==> src/rtl/id_decode_pkg.sv <==
// Shared constants for the instruction decode stage: ALU select codes, RV32I opcodes,
// write-back source encodings and the stage FSM state type.
package id_decode_pkg;

    localparam int ALU_ADD    = 0;
    localparam int ALU_SUB    = 1;
    localparam int ALU_SLT    = 2;
    localparam int ALU_SLTU   = 3;
    localparam int ALU_XOR    = 4;
    localparam int ALU_OR     = 5;
    localparam int ALU_AND    = 6;
    localparam int ALU_SLL    = 7;
    localparam int ALU_SRL    = 8;
    localparam int ALU_SRA    = 9;
    localparam int ALU_LUI    = 10;
    localparam int ALU_M_BASE = 16;

    localparam logic [6:0] OP_LUI    = 7'b0110111;
    localparam logic [6:0] OP_AUIPC  = 7'b0010111;
    localparam logic [6:0] OP_JAL    = 7'b1101111;
    localparam logic [6:0] OP_JALR   = 7'b1100111;
    localparam logic [6:0] OP_BRANCH = 7'b1100011;
    localparam logic [6:0] OP_LOAD   = 7'b0000011;
    localparam logic [6:0] OP_STORE  = 7'b0100011;
    localparam logic [6:0] OP_IMM    = 7'b0010011;
    localparam logic [6:0] OP_REG    = 7'b0110011;
    localparam logic [6:0] OP_FENCE  = 7'b0001111;
    localparam logic [6:0] OP_SYSTEM = 7'b1110011;

    localparam logic [6:0] F7_BASE   = 7'b0000000;
    localparam logic [6:0] F7_ALT    = 7'b0100000;
    localparam logic [6:0] F7_MULDIV = 7'b0000001;

    localparam logic [1:0] WB_LOAD = 2'b00;
    localparam logic [1:0] WB_ALU  = 2'b01;
    localparam logic [1:0] WB_PC4  = 2'b10;

    typedef enum logic [1:0] {
        ST_EMPTY  = 2'd0,
        ST_FULL   = 2'd1,
        ST_BUBBLE = 2'd2
    } state_t;

endpackage

==> src/rtl/id_decode_if.sv <==
// Fetch-to-decode and decode-to-execute handshake bundle. The slave modport is the
// decode unit; the master modport is the surrounding pipeline (fetch + execute).
interface id_decode_if #(
    parameter int XLEN      = 32,
    parameter int ALU_SEL_W = 5
);
    logic [XLEN-1:0]      i_inst_id;
    logic                 i_valid_id;
    logic                 o_ready_id;
    logic                 i_flush;

    logic                 o_valid_ex;
    logic                 i_ready_ex;
    logic [XLEN-1:0]      o_inst_ex;
    logic [4:0]           o_imm_sel_ex;
    logic [ALU_SEL_W-1:0] o_alu_sel_ex;
    logic                 o_reg_wren_ex;
    logic                 o_mem_wren_ex;
    logic                 o_a_sel_ex;
    logic                 o_b_sel_ex;
    logic                 o_brun_ex;
    logic [1:0]           o_wb_sel_ex;
    logic [2:0]           o_funct3_ex;
    logic                 o_illegal_ex;
    logic [15:0]          o_stall_cnt;

    modport master (
        output i_inst_id, i_valid_id, i_flush, i_ready_ex,
        input  o_ready_id, o_valid_ex, o_inst_ex, o_imm_sel_ex, o_alu_sel_ex,
               o_reg_wren_ex, o_mem_wren_ex, o_a_sel_ex, o_b_sel_ex, o_brun_ex,
               o_wb_sel_ex, o_funct3_ex, o_illegal_ex, o_stall_cnt
    );

    modport slave (
        input  i_inst_id, i_valid_id, i_flush, i_ready_ex,
        output o_ready_id, o_valid_ex, o_inst_ex, o_imm_sel_ex, o_alu_sel_ex,
               o_reg_wren_ex, o_mem_wren_ex, o_a_sel_ex, o_b_sel_ex, o_brun_ex,
               o_wb_sel_ex, o_funct3_ex, o_illegal_ex, o_stall_cnt
    );
endinterface

==> src/rtl/id_decode_comb.sv <==
// Combinational RV32I decoder producing datapath controls and register-use info.
// Define ID_DECODE_RV32M_EN to decode the M extension (funct7 0000001) instead of trapping it.
module id_decode_comb #(
    parameter int XLEN      = 32,
    parameter int ALU_SEL_W = 5
) (
    input  logic [XLEN-1:0]      inst,
    output logic [4:0]           imm_sel,
    output logic [ALU_SEL_W-1:0] alu_sel,
    output logic                 reg_wren,
    output logic                 mem_wren,
    output logic                 a_sel,
    output logic                 b_sel,
    output logic                 brun,
    output logic [1:0]           wb_sel,
    output logic [2:0]           funct3,
    output logic                 illegal,
    output logic                 is_load,
    output logic                 use_rs1,
    output logic                 use_rs2,
    output logic [4:0]           rd,
    output logic [4:0]           rs1,
    output logic [4:0]           rs2
);
    import id_decode_pkg::*;

    logic [6:0]           opcode;
    logic [6:0]           funct7;
    logic [ALU_SEL_W-1:0] base_alu;
    logic [ALU_SEL_W-1:0] alu_raw;
    logic                 wren_raw;
    logic                 mem_raw;

    function automatic logic [ALU_SEL_W-1:0] sel(input int code);
        return ALU_SEL_W'(code);
    endfunction

    assign opcode = inst[6:0];
    assign rd     = inst[11:7];
    assign funct3 = inst[14:12];
    assign rs1    = inst[19:15];
    assign rs2    = inst[24:20];
    assign funct7 = inst[31:25];

    // SUB exists only for register-register ops; SRA/SRAI share the funct7 alternate
    always_comb begin
        base_alu = sel(ALU_ADD);
        case (funct3)
            3'b000:  base_alu = (opcode == OP_REG && funct7 == F7_ALT) ? sel(ALU_SUB) : sel(ALU_ADD);
            3'b001:  base_alu = sel(ALU_SLL);
            3'b010:  base_alu = sel(ALU_SLT);
            3'b011:  base_alu = sel(ALU_SLTU);
            3'b100:  base_alu = sel(ALU_XOR);
            3'b101:  base_alu = (funct7 == F7_ALT) ? sel(ALU_SRA) : sel(ALU_SRL);
            3'b110:  base_alu = sel(ALU_OR);
            default: base_alu = sel(ALU_AND);
        endcase
    end

    always_comb begin
        imm_sel  = 5'b00000;
        alu_raw  = sel(ALU_ADD);
        wren_raw = 1'b0;
        mem_raw  = 1'b0;
        a_sel    = 1'b0;
        b_sel    = 1'b0;
        brun     = 1'b0;
        wb_sel   = WB_ALU;
        illegal  = 1'b0;
        is_load  = 1'b0;
        use_rs1  = 1'b0;
        use_rs2  = 1'b0;
        case (opcode)
            OP_LUI: begin
                imm_sel = 5'b01000; alu_raw = sel(ALU_LUI); b_sel = 1'b1; wren_raw = 1'b1;
            end
            OP_AUIPC: begin
                imm_sel = 5'b01000; a_sel = 1'b1; b_sel = 1'b1; wren_raw = 1'b1;
            end
            OP_JAL: begin
                imm_sel = 5'b10000; a_sel = 1'b1; b_sel = 1'b1; wren_raw = 1'b1; wb_sel = WB_PC4;
            end
            OP_JALR: begin
                imm_sel = 5'b00001; b_sel = 1'b1; wren_raw = 1'b1; wb_sel = WB_PC4; use_rs1 = 1'b1;
            end
            OP_BRANCH: begin
                imm_sel = 5'b00100; a_sel = 1'b1; b_sel = 1'b1;
                brun    = funct3[2] & funct3[1];
                use_rs1 = 1'b1; use_rs2 = 1'b1;
            end
            OP_LOAD: begin
                imm_sel = 5'b00001; b_sel = 1'b1; wren_raw = 1'b1; wb_sel = WB_LOAD;
                is_load = 1'b1; use_rs1 = 1'b1;
            end
            OP_STORE: begin
                imm_sel = 5'b00010; b_sel = 1'b1; mem_raw = 1'b1;
                use_rs1 = 1'b1; use_rs2 = 1'b1;
            end
            OP_IMM: begin
                imm_sel = 5'b00001; b_sel = 1'b1; wren_raw = 1'b1; use_rs1 = 1'b1;
                alu_raw = base_alu;
                if (funct3 == 3'b001 && funct7 != F7_BASE)
                    illegal = 1'b1;
                if (funct3 == 3'b101 && funct7 != F7_BASE && funct7 != F7_ALT)
                    illegal = 1'b1;
            end
            OP_REG: begin
                wren_raw = 1'b1; use_rs1 = 1'b1; use_rs2 = 1'b1;
                alu_raw  = base_alu;
                if (funct7 == F7_MULDIV) begin
`ifdef ID_DECODE_RV32M_EN
                    alu_raw = sel(ALU_M_BASE + int'(funct3));
`else
                    illegal = 1'b1;
`endif
                end else if (!(funct7 == F7_BASE ||
                               (funct7 == F7_ALT && (funct3 == 3'b000 || funct3 == 3'b101)))) begin
                    illegal = 1'b1;
                end
            end
            OP_FENCE, OP_SYSTEM: begin
                // architecturally legal but no datapath effect in this pipeline
            end
            default: illegal = 1'b1;
        endcase
    end

    assign alu_sel  = illegal ? sel(ALU_ADD) : alu_raw;
    assign reg_wren = wren_raw & ~illegal;
    assign mem_wren = mem_raw & ~illegal;

endmodule

==> src/rtl/id_decode_unit.sv <==
// Decode stage: registers the decoded bundle, handles the execute handshake, inserts
// one bubble on load-use and counts those bubbles (saturating).
//   state     | meaning
//   ST_EMPTY  | no bundle held, ready for fetch
//   ST_FULL   | valid bundle presented to execute
//   ST_BUBBLE | load consumed, dependent instruction delayed one cycle
module id_decode_unit #(
    parameter int XLEN      = 32,
    parameter int ALU_SEL_W = 5
) (
    input logic        i_clk,
    input logic        i_rst_n,
    id_decode_if.slave bus
);
    import id_decode_pkg::*;

    state_t state, state_nxt;

    logic [4:0]           dec_imm_sel;
    logic [ALU_SEL_W-1:0] dec_alu_sel;
    logic                 dec_reg_wren, dec_mem_wren, dec_a_sel, dec_b_sel, dec_brun;
    logic [1:0]           dec_wb_sel;
    logic [2:0]           dec_funct3;
    logic                 dec_illegal, dec_is_load, dec_use_rs1, dec_use_rs2;
    logic [4:0]           dec_rd, dec_rs1, dec_rs2;

    logic [XLEN-1:0]      inst_q;
    logic [4:0]           imm_sel_q;
    logic [ALU_SEL_W-1:0] alu_sel_q;
    logic                 reg_wren_q, mem_wren_q, a_sel_q, b_sel_q, brun_q;
    logic [1:0]           wb_sel_q;
    logic [2:0]           funct3_q;
    logic                 illegal_q;
    logic                 held_is_load;
    logic [4:0]           held_rd;
    logic [15:0]          stall_cnt;

    logic valid_ex, load_use, ready_id, accept, stall_inc;

    id_decode_comb #(.XLEN(XLEN), .ALU_SEL_W(ALU_SEL_W)) u_comb (
        .inst     (bus.i_inst_id),
        .imm_sel  (dec_imm_sel),
        .alu_sel  (dec_alu_sel),
        .reg_wren (dec_reg_wren),
        .mem_wren (dec_mem_wren),
        .a_sel    (dec_a_sel),
        .b_sel    (dec_b_sel),
        .brun     (dec_brun),
        .wb_sel   (dec_wb_sel),
        .funct3   (dec_funct3),
        .illegal  (dec_illegal),
        .is_load  (dec_is_load),
        .use_rs1  (dec_use_rs1),
        .use_rs2  (dec_use_rs2),
        .rd       (dec_rd),
        .rs1      (dec_rs1),
        .rs2      (dec_rs2)
    );

    assign valid_ex = (state == ST_FULL);
    assign load_use = valid_ex && held_is_load && (held_rd != 5'd0) && bus.i_valid_id &&
                      ((dec_use_rs1 && dec_rs1 == held_rd) || (dec_use_rs2 && dec_rs2 == held_rd));
    assign ready_id = bus.i_flush || (!load_use && (!valid_ex || bus.i_ready_ex));
    assign accept   = bus.i_valid_id && ready_id && !bus.i_flush;

    always_comb begin
        state_nxt = state;
        stall_inc = 1'b0;
        if (bus.i_flush) begin
            state_nxt = ST_EMPTY;
        end else begin
            case (state)
                ST_EMPTY, ST_BUBBLE: state_nxt = accept ? ST_FULL : ST_EMPTY;
                ST_FULL: begin
                    if (load_use && bus.i_ready_ex) begin
                        state_nxt = ST_BUBBLE;
                        stall_inc = 1'b1;
                    end else if (accept) begin
                        state_nxt = ST_FULL;
                    end else if (bus.i_ready_ex) begin
                        state_nxt = ST_EMPTY;
                    end
                end
                default: state_nxt = ST_EMPTY;
            endcase
        end
    end

    always_ff @(posedge i_clk or negedge i_rst_n) begin
        if (!i_rst_n) state <= ST_EMPTY;
        else          state <= state_nxt;
    end

    always_ff @(posedge i_clk or negedge i_rst_n) begin
        if (!i_rst_n) begin
            inst_q       <= '0;
            imm_sel_q    <= '0;
            alu_sel_q    <= ALU_SEL_W'(ALU_ADD);
            reg_wren_q   <= 1'b0;
            mem_wren_q   <= 1'b0;
            a_sel_q      <= 1'b0;
            b_sel_q      <= 1'b0;
            brun_q       <= 1'b0;
            wb_sel_q     <= WB_ALU;
            funct3_q     <= '0;
            illegal_q    <= 1'b0;
            held_is_load <= 1'b0;
            held_rd      <= '0;
        end else if (accept) begin
            inst_q       <= bus.i_inst_id;
            imm_sel_q    <= dec_imm_sel;
            alu_sel_q    <= dec_alu_sel;
            reg_wren_q   <= dec_reg_wren;
            mem_wren_q   <= dec_mem_wren;
            a_sel_q      <= dec_a_sel;
            b_sel_q      <= dec_b_sel;
            brun_q       <= dec_brun;
            wb_sel_q     <= dec_wb_sel;
            funct3_q     <= dec_funct3;
            illegal_q    <= dec_illegal;
            held_is_load <= dec_is_load;
            held_rd      <= dec_rd;
        end
    end

    // flush has priority, so a load-use coinciding with flush is not counted
    always_ff @(posedge i_clk or negedge i_rst_n) begin
        if (!i_rst_n)                                stall_cnt <= '0;
        else if (stall_inc && stall_cnt != 16'hFFFF) stall_cnt <= stall_cnt + 16'd1;
    end

    assign bus.o_ready_id    = ready_id;
    assign bus.o_valid_ex    = valid_ex;
    assign bus.o_inst_ex     = inst_q;
    assign bus.o_imm_sel_ex  = imm_sel_q;
    assign bus.o_alu_sel_ex  = alu_sel_q;
    assign bus.o_reg_wren_ex = reg_wren_q;
    assign bus.o_mem_wren_ex = mem_wren_q;
    assign bus.o_a_sel_ex    = a_sel_q;
    assign bus.o_b_sel_ex    = b_sel_q;
    assign bus.o_brun_ex     = brun_q;
    assign bus.o_wb_sel_ex   = wb_sel_q;
    assign bus.o_funct3_ex   = funct3_q;
    assign bus.o_illegal_ex  = illegal_q;
    assign bus.o_stall_cnt   = stall_cnt;

endmodule
==> src/flat_wrapper.sv <==
// flat-port wrapper written by rule: the top's interface ports become plain ports
module id_decode_unit_flat import id_decode_pkg::*;
#(
    parameter int XLEN      = 32,
    parameter int ALU_SEL_W = 5
)
  (i_clk, i_rst_n, bus_i_inst_id, bus_i_valid_id, bus_i_flush, bus_i_ready_ex, bus_o_ready_id, bus_o_valid_ex, bus_o_inst_ex, bus_o_imm_sel_ex, bus_o_alu_sel_ex, bus_o_reg_wren_ex, bus_o_mem_wren_ex, bus_o_a_sel_ex, bus_o_b_sel_ex, bus_o_brun_ex, bus_o_wb_sel_ex, bus_o_funct3_ex, bus_o_illegal_ex, bus_o_stall_cnt);
  id_decode_if #(.XLEN(XLEN), .ALU_SEL_W(ALU_SEL_W)) bus_i ();
  input logic i_clk;
  input logic i_rst_n;
  input wire logic [$bits(bus_i.i_inst_id)-1:0] bus_i_inst_id;
  input wire logic [$bits(bus_i.i_valid_id)-1:0] bus_i_valid_id;
  input wire logic [$bits(bus_i.i_flush)-1:0] bus_i_flush;
  input wire logic [$bits(bus_i.i_ready_ex)-1:0] bus_i_ready_ex;
  output wire logic [$bits(bus_i.o_ready_id)-1:0] bus_o_ready_id;
  output wire logic [$bits(bus_i.o_valid_ex)-1:0] bus_o_valid_ex;
  output wire logic [$bits(bus_i.o_inst_ex)-1:0] bus_o_inst_ex;
  output wire logic [$bits(bus_i.o_imm_sel_ex)-1:0] bus_o_imm_sel_ex;
  output wire logic [$bits(bus_i.o_alu_sel_ex)-1:0] bus_o_alu_sel_ex;
  output wire logic [$bits(bus_i.o_reg_wren_ex)-1:0] bus_o_reg_wren_ex;
  output wire logic [$bits(bus_i.o_mem_wren_ex)-1:0] bus_o_mem_wren_ex;
  output wire logic [$bits(bus_i.o_a_sel_ex)-1:0] bus_o_a_sel_ex;
  output wire logic [$bits(bus_i.o_b_sel_ex)-1:0] bus_o_b_sel_ex;
  output wire logic [$bits(bus_i.o_brun_ex)-1:0] bus_o_brun_ex;
  output wire logic [$bits(bus_i.o_wb_sel_ex)-1:0] bus_o_wb_sel_ex;
  output wire logic [$bits(bus_i.o_funct3_ex)-1:0] bus_o_funct3_ex;
  output wire logic [$bits(bus_i.o_illegal_ex)-1:0] bus_o_illegal_ex;
  output wire logic [$bits(bus_i.o_stall_cnt)-1:0] bus_o_stall_cnt;
  assign bus_i.i_inst_id = bus_i_inst_id;
  assign bus_i.i_valid_id = bus_i_valid_id;
  assign bus_i.i_flush = bus_i_flush;
  assign bus_i.i_ready_ex = bus_i_ready_ex;
  assign bus_o_ready_id = bus_i.o_ready_id;
  assign bus_o_valid_ex = bus_i.o_valid_ex;
  assign bus_o_inst_ex = bus_i.o_inst_ex;
  assign bus_o_imm_sel_ex = bus_i.o_imm_sel_ex;
  assign bus_o_alu_sel_ex = bus_i.o_alu_sel_ex;
  assign bus_o_reg_wren_ex = bus_i.o_reg_wren_ex;
  assign bus_o_mem_wren_ex = bus_i.o_mem_wren_ex;
  assign bus_o_a_sel_ex = bus_i.o_a_sel_ex;
  assign bus_o_b_sel_ex = bus_i.o_b_sel_ex;
  assign bus_o_brun_ex = bus_i.o_brun_ex;
  assign bus_o_wb_sel_ex = bus_i.o_wb_sel_ex;
  assign bus_o_funct3_ex = bus_i.o_funct3_ex;
  assign bus_o_illegal_ex = bus_i.o_illegal_ex;
  assign bus_o_stall_cnt = bus_i.o_stall_cnt;
  id_decode_unit #(.XLEN(XLEN), .ALU_SEL_W(ALU_SEL_W)) u_core (.i_clk(i_clk), .i_rst_n(i_rst_n), .bus(bus_i));
endmodule
==> config.mk <==
export PLATFORM = sky130hd
export DESIGN_NAME = id_decode_unit_flat
export DESIGN_NICKNAME = d
export VERILOG_FILES = /design/src/rtl/id_decode_pkg.sv /design/src/rtl/id_decode_if.sv /design/src/rtl/id_decode_comb.sv /design/src/rtl/id_decode_unit.sv /design/src/flat_wrapper.sv
export SDC_FILE = /design/constraint.sdc
export NUM_CORES = 1
export LEC_CHECK = 0
export CAP_MARGIN = 5
export CORE_UTILIZATION = 30
export DETAILED_ROUTE_END_ITERATION = 8
export GPL_TIMING_DRIVEN = 0
export PLACE_DENSITY = 0.6
export SYNTH_ARGS = -nofsm -noshare
export SYNTH_HDL_FRONTEND = slang
export SYNTH_SLANG_ARGS = --single-unit
==> constraint.sdc <==
create_clock -name i_clk -period 2.9 [get_ports i_clk]
set_input_delay 0.58 -clock i_clk [delete_from_list [all_inputs] [get_ports i_clk]]
set_output_delay 0.58 -clock i_clk [all_outputs]
set_load 0.1 [all_outputs]
==> out/metrics.cfg, run 1 <==
[critical_path]
crit_family = buffers and inverters
cp_slowest_cell = clkdlybuf4s50_1
cp_max_fo = 10
crit_buf_inv = 9
cp.required_ns = 3.13
cp.arrival_ns = 3.03
worst-setup-path-type = in -> reg
crit_top_cell = buf_4
cp-start-kind = primary input
max_stage_delay_ns = 0.48
worstPathCellList = clkdlybuf4s50_1 -> buf_2 -> o32a_1 -> nor4_4 -> buf_4 -> buf_4 -> buf_4 -> buf_4 -> buf_4 -> buf_4 -> o211ai_1 -> buf_4 -> mux2_2
cp-end-kind = flop

[timing]
timing.fmax_mhz = 357.7
worst_pin_slew_ns = 1.014
final_max_slew_viol_count = 0
min_period_over_period_pct = 96.40
setup_viol = 0
slew_headroom_pct = 32.18
min_period_ns = 2.796
clock-skew-final_ns = 0.01040
hold_violations = 0

[clocking]
cts_hold_buf = 0
cts.sinks = 68
clk_latency_ns = 0.34
cts_made_buffers = 9
clk_pin_slew_ns = 0.07
cts_tree = yes
cts_root_buffer = clkbuf_8
htree_num_levels = 3
cts_buffer_depth = 2

[synthesis]
yosysTopAreaCell = dfrtp_1
synth_top_family_by_area = multiplexers
synthTopCellsByArea = dfrtp_1, mux2_2, xor2_1
synth_mux_area_share_pct = 17.45
yosys_warnings = 0
yosys.area.top_type_share_pct = 50.07
async_reset_ff_share_pct = 100.0
synth_edf_count = 0
synth_area_per_cell_um2 = 11.47
synth_xor_area_share_pct = 6.801
syn-num-nets = 330
synth_compound_area_share_pct = 6.390
synth_seq_cells = 68
yosysUniqueCellTypes = 46
yosys.area_share.simple_pct = 13.53
yosys.area_share.adder_pct = 0.6726
seq_area_frac_synth_pct = 50.86
syn_inst = 292
ys.flop_type = dfrtp_1
netlist_area_um2 = 3348

[routing]
viasPerCell = 4.753
firstDrtPassIters = 4
vias = 2690
drtIter0Drc = 49
drc = 0
routed_wl_mm = 8.626
ant_nets = 0
wl_per_cell_um = 15.24

[grt]
grt_pass1_wl_mm = 13.79
grt_overflow = 0
grt_max_degree = 69
grt_use_total_pct = 15.67
grt_antenna_before_repair = 0
grt_pass1_vias = 2725

[final_layout]
fin_area_um2 = 4932
final_cell_mix = clkdlybuf4s50_1, dfrtp_1, mux2_2
drive_gt1_share_pct = 25.59
diodes = 0
mostFrequentLayoutCell = clkdlybuf4s50_1
utilization_pct = 45.50
syn_to_final_growth_pct = 47.31
num-nets-final = 459

[power]
ir_worst_vdd_mv = 0.2882
powerDensity_nw_per_um2 = 616.3
leakage_uw = 0.002129

[floorplanning]
fp-row-count = 38
start_util_pct = 30.89
die_w_um = 107.6
coreArea_um2 = 10840
die-area_um2 = 11590
die_h_um = 107.6
boundaryPins = 108

[outcome]
status = complete, no violations

[placed_design]
gp_congestion = 0.7785
placed_area_um2 = 4574
port_buffers = 105
place_hpwl_mm = 6.074

[worst_hold_path]
hold_path_class = in -> async

[job]
maxCapViolations = 0

[cells by family after synthesis]
group | count (synthesis)
mux | 52
fa+ha+maj | 2
xor+xnor | 26
other cells | 1
compound gates | 29
flops | 68
simple gates | 91
buf+inv | 23
[sequential cells by signal (all words and copies together) (netlist names), 2 cells and up]
name and cells:
u_core.bus.o_stall_cnt 16, u_core.bus.o_wb_sel_ex 2, u_core.state 2, u_core.bus.o_imm_sel_ex 5, u_core.bus.o_funct3_ex 2, u_core.bus.o_alu_sel_ex 4
u_core.bus.o_inst_ex 26, u_core.held_rd 4
[power by group]
| group | internal (uW) | total (uW) | leakage [uW] | switching [uW] |
|---|---|---|---|---|
| clock | 397 | 776 | 0.0000962 | 378 |
| combinational | 318 | 1170 | 0.00117 | 856 |
| sequential | 1030 | 1090 | 0.000864 | 59.4 |
| total | 1750 | 3040 | 0.00213 | 1290 |
[what timing repair did]
| item | 4_1_cts | 5_1_grt |
|---|---|---|
| pin swaps | 3 | 2 |
| resized for setup | 16 | 16 |
| cloned | 0 | 1 |
| endpoints found under the setup margin | 1 | 16 |
| buffers inserted | 11 | 1 |
[cells in the mapped netlist (all sizes together), types with 4 or more instances]
cell    instances
dfrtp          67
nor2b           4
xor2           16
a21oi           5
nor4            4
buf            10
and3            4
nand3           9
xnor2          10
nor2           26
mux2           51
nor3            6
o21ai           9
nand2          23
clkbuf          6
inv             7
[final cells by class]
type / count / area, um^2
Timing Repair Buffer: 118 / 1142
Clock inverter: 6 / 65.06
Buffer: 16 / 118.9
Fill cell: 1081 / 5908
Inverter: 7 / 26.28
Sequential cell: 68 / 1703
Multi-Input combinational cell: 201 / 1574
Tap cell: 140 / 175.2
Clock buffer: 10 / 127.6
[worst register-to-register path: cells and delay by family, from the launching register on]
| kind | cells | cell delay (ns) |
|---|---|---|
| multiplexers | 1 | 0.32 |
| buffers and inverters | 7 | 0.94 |
| flip-flops | 1 | 0.44 |
| AND/OR/NAND/NOR | 3 | 0.76 |
| AO/OA/AOI/OAI | 1 | 0.20 |
[layer usage]
metal | wire length (um) | part of all wire [%] | global-route usage (%) | vias up
met5 | 0 | 0 | 0 | -
met4 | 89 | 1.0 | 6.164 | 0
met3 | 643 | 7.5 | 3.814 | 9
met2 | 3992 | 46 | 24.73 | 104
met1 | 3900 | 45 | 20.57 | 1308
li1 | - | - | - | 1269
[final timing paths]
path,start,endpoint,slack [ns],depth (start not counted)
hold reg to reg,u_core.state[1],u_core.state[0],0.45,1
hold / removal,i_rst_n,u_core.bus.o_alu_sel_ex[0],0.36,1
setup reg to reg,u_core.held_rd[1],u_core.bus.o_stall_cnt[1],0.12,12
setup / recovery,bus_i_inst_id[6],u_core.bus.o_stall_cnt[1],0.10,13
max in group asynchronous,i_rst_n,u_core.bus.o_stall_cnt[12],1.98,1
min in group i_clk,u_core.state[1],u_core.state[0],0.45,1
[metrics by stage]
stage / cells / setup TNS, ns / setup WS [ns] / hold WS, ns / total power (uW)
after CTS: 564 / 0 / 0.01972 / 0.3835 / 3065
after detailed placement: 537 / -8.709 / -1.026 / 0.4374 / 2277
after floorplan: 292 / 0 / 0.06428 / 0.2844 / 1962
after global placement: 537 / -84.71 / -1.158 / 0.4275 / 2271
final: 566 / 0 / 0.1044 / 0.3589 / 3039
after global routing: 566 / -0.004784 / -0.004784 / 0.4218 / 3170
Note: power is estimated with default switching activity, not from simulation.
==> inputs of run 2 (changes only) <==
Settings changed: CTS_CLUSTER_DIAMETER set to 200.
Clock period 2.9 ns to 3.1 ns, I/O delays scaled along.
==> out/metrics.cfg, run 2 (synthesized netlist as in run 1, its figures left out) <==
[timing]
worst_pin_slew_ns = 1.014  ; -0.0000005364 ns
tns_ns = 0  ; unchanged
min_period_over_period_pct = 96.83
hold_violations = 0  ; unchanged
slew_headroom_pct = 32.18  ; unchanged
final_max_slew_viol_count = 0  ; unchanged
setup_viol = 0  ; unchanged
clock-skew-final_ns = 0.01031  ; -0.00008970 ns
timing.fmax_mhz = 333.1
min_period_ns = 3.002

[critical_path]
worstPathCellList = clkdlybuf4s50_1 -> nand3b_1 -> o32a_1 -> nor4_4 -> buf_4 -> buf_4 -> buf_4 -> buf_4 -> buf_4 -> buf_4 -> o211ai_1 -> buf_4 -> nor2_1 -> xor2_1
cp_max_fo = 6  ; -4
cp.required_ns = 3.36  ; +0.23 ns
worst-setup-path-type = in -> reg
cp-end-kind = flop
max_stage_delay_ns = 0.41  ; -0.07 ns
cp_slowest_cell = clkdlybuf4s50_1
crit_top_cell = buf_4
cp.arrival_ns = 3.26  ; +0.23 ns
cp-start-kind = primary input

[power]
ir_worst_vdd_mv = 0.2698  ; -6.4%
powerDensity_nw_per_um2 = 577.2  ; -6.3%
leakage_uw = 0.002127  ; -0.10%
total_power_uw = 2840  ; -6.6%

[placed_design]
place_hpwl_mm = 6.074  ; unchanged
port_buffers = 105  ; unchanged
gp_congestion = 0.7785  ; unchanged

[final_layout]
largest_reg_flops = 26  ; unchanged
drive_gt1_share_pct = 24.65  ; -0.94 points
syn_to_final_growth_pct = 46.94
final_cell_mix = clkdlybuf4s50_1, dfrtp_1, mux2_2
utilization_pct = 45.38  ; -0.12 points
num-nets-final = 459  ; unchanged
diodes = 0  ; unchanged
mostFrequentLayoutCell = clkdlybuf4s50_1

[clocking]
cts_tree = yes
clk_latency_ns = 0.35  ; about the same
cts_made_buffers = 9  ; unchanged
htree_num_levels = 3  ; unchanged
cts.sinks = 68  ; unchanged
clk_pin_slew_ns = 0.08  ; about the same
cts_root_buffer = clkbuf_8
cts_buffer_depth = 2  ; unchanged

[floorplanning]
die_w_um = 107.6  ; unchanged
boundaryPins = 108  ; unchanged
die-area_um2 = 11590  ; unchanged
die_h_um = 107.6  ; unchanged
start_util_pct = 30.89  ; unchanged
coreArea_um2 = 10840  ; unchanged
fp-row-count = 38  ; unchanged

[outcome]
status = complete, no violations

[job]
maxCapViolations = 0  ; unchanged

[grt]
grt_antenna_before_repair = 0  ; unchanged
grt_use_total_pct = 15.55  ; -0.12 points
grt_max_degree = 69  ; unchanged
grt_overflow = 0  ; unchanged
grt_pass1_wl_mm = 13.70  ; -0.65%
grt_pass1_vias = 2699  ; -0.95%

[routing]
vias = 2696  ; +0.22%
firstDrtPassIters = 4  ; unchanged
viasPerCell = 4.763  ; +0.22%
routed_wl_mm = 8.576  ; -0.58%
drtIter0Drc = 43  ; -12%
wl_per_cell_um = 15.15  ; -0.58%
drc = 0  ; unchanged
ant_nets = 0  ; unchanged

[worst_hold_path]
hold_path_class = in -> async

==> run 2: cell count changes in the layout (fill, tap and decap cells not counted), sizes merged <==
cell,before,now
buf,27,26
dlymetal6s2s,1,2
clkdlybuf4s50,98,99
dlygate4sd2,4,2
clkbuf,14,15
==> run 2: layout make-up <==
cell class | count | area [um^2]
Inverter | 7 | 26.28
Sequential cell | 68 | 1703
Multi-Input combinational cell | 201 | 1558
Timing Repair Buffer | 118 | 1147
Fill cell | 1075 | 5921
Tap cell | 140 | 175.2
Clock buffer | 10 | 127.6
Buffer | 16 | 117.6
Clock inverter | 6 | 65.06
==> run 2: worst max-delay path: cells and delay by family <==
family	cells	cell delay (ns)
AND/OR/NAND/NOR	3	0.59
buffers and inverters	8	1.27
XOR/XNOR	1	0.18
AO/OA/AOI/OAI	2	0.59
==> run 2: timing repair <==
item                       in CTS  in global routing
setup endpoints to repair       1                 13
hold buffers                    0                  0
pin swaps                       1                  3
resized for setup              14                 10
setup buffers                   7                  5
cloned                          0                  1
==> run 2: report_power, final <==
| part | internal, uW | switching [uW] | leakage (uW) |
|---|---|---|---|
| sequential | 964 | 53.7 | 0.000864 |
| clock | 372 | 355 | 0.0000962 |
| combinational | 296 | 798 | 0.00117 |
==> run 2: final timing paths <==
path | endpoint | start | slack, ns | cells after the start
max | u_core.bus.o_stall_cnt[4] | bus_i_inst_id[4] | 0.1 | 14
min | u_core.bus.o_alu_sel_ex[0] | i_rst_n | 0.40 | 1
max reg2reg | u_core.bus.o_stall_cnt[1] | u_core.held_rd[1] | 0.19 | 12
min reg2reg | u_core.state[0] | u_core.state[1] | 0.45 | 1
max in group asynchronous | u_core.bus.o_stall_cnt[12] | i_rst_n | 2.14 | 1
min in group i_clk | u_core.state[0] | u_core.state[1] | 0.45 | 1
==> run 2: layer usage <==
layer | track usage, % | wire [um] | vias to the layer above
met3 | 3.814 | 612 | 12
met4 | 6.164 | 132 | 0
li1 | - | - | 1270
met2 | 24.31 | 3915 | 101
met1 | 20.57 | 3915 | 1313
met5 | 0 | 0 | -
==> run 2: stage by stage <==
stage | worst slack [ns] | hold slack [ns] | instances | area (um^2)
CTS | 0.008060 | 0.4235 | 560 | 4846
detailed placement | -0.9065 | 0.4374 | 537 | 4574
floorplan | 0.2243 | 0.3244 | 292 | 3351
global placement | -0.9978 | 0.4275 | 537 | 4577
finish | 0.09818 | 0.3962 | 566 | 4920
global route | -0.002413 | 0.4618 | 566 | 4920
==> inputs of run 3 (changes only) <==
Settings changed: GPL_ROUTABILITY_DRIVEN set to 0, GPL_TIMING_DRIVEN 0 to unset.
==> out/metrics.cfg, run 3 (synthesized netlist as in run 1, its figures left out) <==
[outcome]
status = complete, no violations

[clocking]
cts_made_buffers = 9  ; unchanged
cts.sinks = 68  ; unchanged
clk_pin_slew_ns = 0.08  ; about the same
cts_buffer_depth = 2  ; unchanged
cts_tree = yes
clk_latency_ns = 0.34  ; about the same
cts_root_buffer = clkbuf_8
htree_num_levels = 3  ; unchanged

[critical_path]
r2r_setup_slack_ns = 0.67  ; +0.48 ns
cp_max_fo = 3  ; -3
worst-setup-path-type = in -> out
cp.arrival_ns = 2.38  ; -0.88 ns
cp-end-kind = output pin
cp.required_ns = 2.48  ; -0.88 ns
cp-start-kind = primary input

[routing]
firstDrtPassIters = 4  ; unchanged
viasPerCell = 4.800  ; +0.78%
ant_nets = 0  ; unchanged
routed_wl_mm = 8.244  ; -3.9%
wl_per_cell_um = 14.83  ; -2.1%
drc = 0  ; unchanged
vias = 2669  ; -1.0%
drtIter0Drc = 61  ; +42%

[placed_design]
post-place-ws_ns = 0.01544  ; +0.9219 ns
place_hpwl_mm = 6.035  ; -0.64%
placed_area_um2 = 4451  ; -2.7%
port_buffers = 106  ; +0.95%

[grt]
met3_usage_pct = 3.995  ; +0.18 points
grt_pass1_vias = 2672  ; -1.0%
grt-busiest-layer = met2
grt_overflow = 0  ; unchanged
grt_max_degree = 69  ; unchanged
grt_use_total_pct = 14.88  ; -0.67 points
grt_util_met2_pct = 23.72  ; -0.60 points
grt_antenna_before_repair = 0  ; unchanged
grt_pass1_wl_mm = 13.34  ; -2.7%
met1_usage_pct = 19.80  ; -0.77 points

[timing]
final_max_slew_viol_count = 0  ; unchanged
worst_pin_slew_ns = 0.8974  ; -0.1168 ns
finalWorstSetupSlack_ns = 0.1027  ; +0.004547 ns
rsz0062_at_grt = no
tns_ns = 0  ; unchanged
slew_headroom_pct = 40.17  ; +8.0 points
hold_violations = 0  ; unchanged
min_period_ns = 2.997  ; -0.004547 ns
min_period_over_period_pct = 96.69  ; -0.15 points
setup_viol = 0  ; unchanged
timing.fmax_mhz = 333.6  ; +0.15%
clock-skew-final_ns = 0.007136  ; -0.003178 ns

[floorplanning]
die-area_um2 = 11590  ; unchanged
die_w_um = 107.6  ; unchanged
start_util_pct = 30.89  ; unchanged
die_h_um = 107.6  ; unchanged
coreArea_um2 = 10840  ; unchanged
boundaryPins = 108  ; unchanged
fp-row-count = 38  ; unchanged

[final_layout]
num-nets-final = 449  ; -2.2%
mostFrequentLayoutCell = buf_4
drive_gt1_share_pct = 39.66  ; +15 points
final_cell_mix = buf_4, dfrtp_1, mux2_2
syn_to_final_growth_pct = 41.44
largest_reg_flops = 26  ; unchanged
fin_area_um2 = 4736  ; -3.7%
diodes = 0  ; unchanged

[power]
powerDensity_nw_per_um2 = 628.0  ; +8.8%
ir_worst_vdd_mv = 0.3409  ; +26%
leakage_uw = 0.002219  ; +4.4%

[worst_hold_path]
hold_path_class = in -> async

[job]
maxCapViolations = 0  ; unchanged

run 3: per-stage QoR:
stage	util [%]	power [uW]	std cells	hold slack, ns
2_1_floorplan	-	1836	292	0.3244
5_1_grt	43.69	3093	556	0.5038
6_report	43.69	2974	556	0.4640
4_1_cts	43.34	3019	554	0.4683
3_3_place_gp	41.05	2094	538	0.4450
3_5_place_dp	41.05	2100	538	0.4443
run 3: timing repair:
item,CTS,global route
buffers inserted,0,2
resized for setup,0,6
endpoints found under the hold margin,0,0
setup endpoints to repair,0,1
hold buffers,0,0
run 3: final timing paths:
| path | from | end | cells past startpoint |
|---|---|---|---|
| setup / recovery | bus_i_inst_id[3] | bus_o_ready_id | 8 |
| hold / removal | i_rst_n | u_core.bus.o_alu_sel_ex[0] | 2 |
| setup reg to reg | u_core.held_rd[1] | u_core.held_rd[3] | 8 |
| hold reg to reg | u_core.state[1] | u_core.state[0] | 1 |
| max in group asynchronous | i_rst_n | u_core.bus.o_inst_ex[21] | 2 |
| min in group i_clk | u_core.state[1] | u_core.state[0] | 1 |
run 3: final cells by class:
| cell class | instances | area [um^2] |
|---|---|---|
| clock inverter | 7 | 123.9 |
| timing repair buffer | 124 | 1061 |
| sequential | 68 | 1703 |
| fill | 1072 | 6105 |
| inverter | 7 | 26.28 |
| tap | 140 | 175.2 |
| multi-input combinational | 201 | 1523 |
| clock buffer | 9 | 123.9 |
run 3: per-layer routing:
layer | up-vias | routed length [um]
li1 | 1247 | -
met1 | 1311 | 3756
met2 | 103 | 3806
met3 | 8 | 602
met4 | 0 | 79
met5 | - | 0
run 3: critical path, cell delays in order:
cell             delay, ns
clkdlybuf4s50_1       0.48
nand4bb_1             0.26
o32a_1                0.27
nor4_4                0.26
o21ai_2               0.12
o21ai_1               0.11
nand2_2               0.09
buf_12                0.17
run 3: report_power, final:
group	switching [uW]	internal [uW]
sequential	55.8	964
combinational	793	263
clock	358	540
total	1210	1770
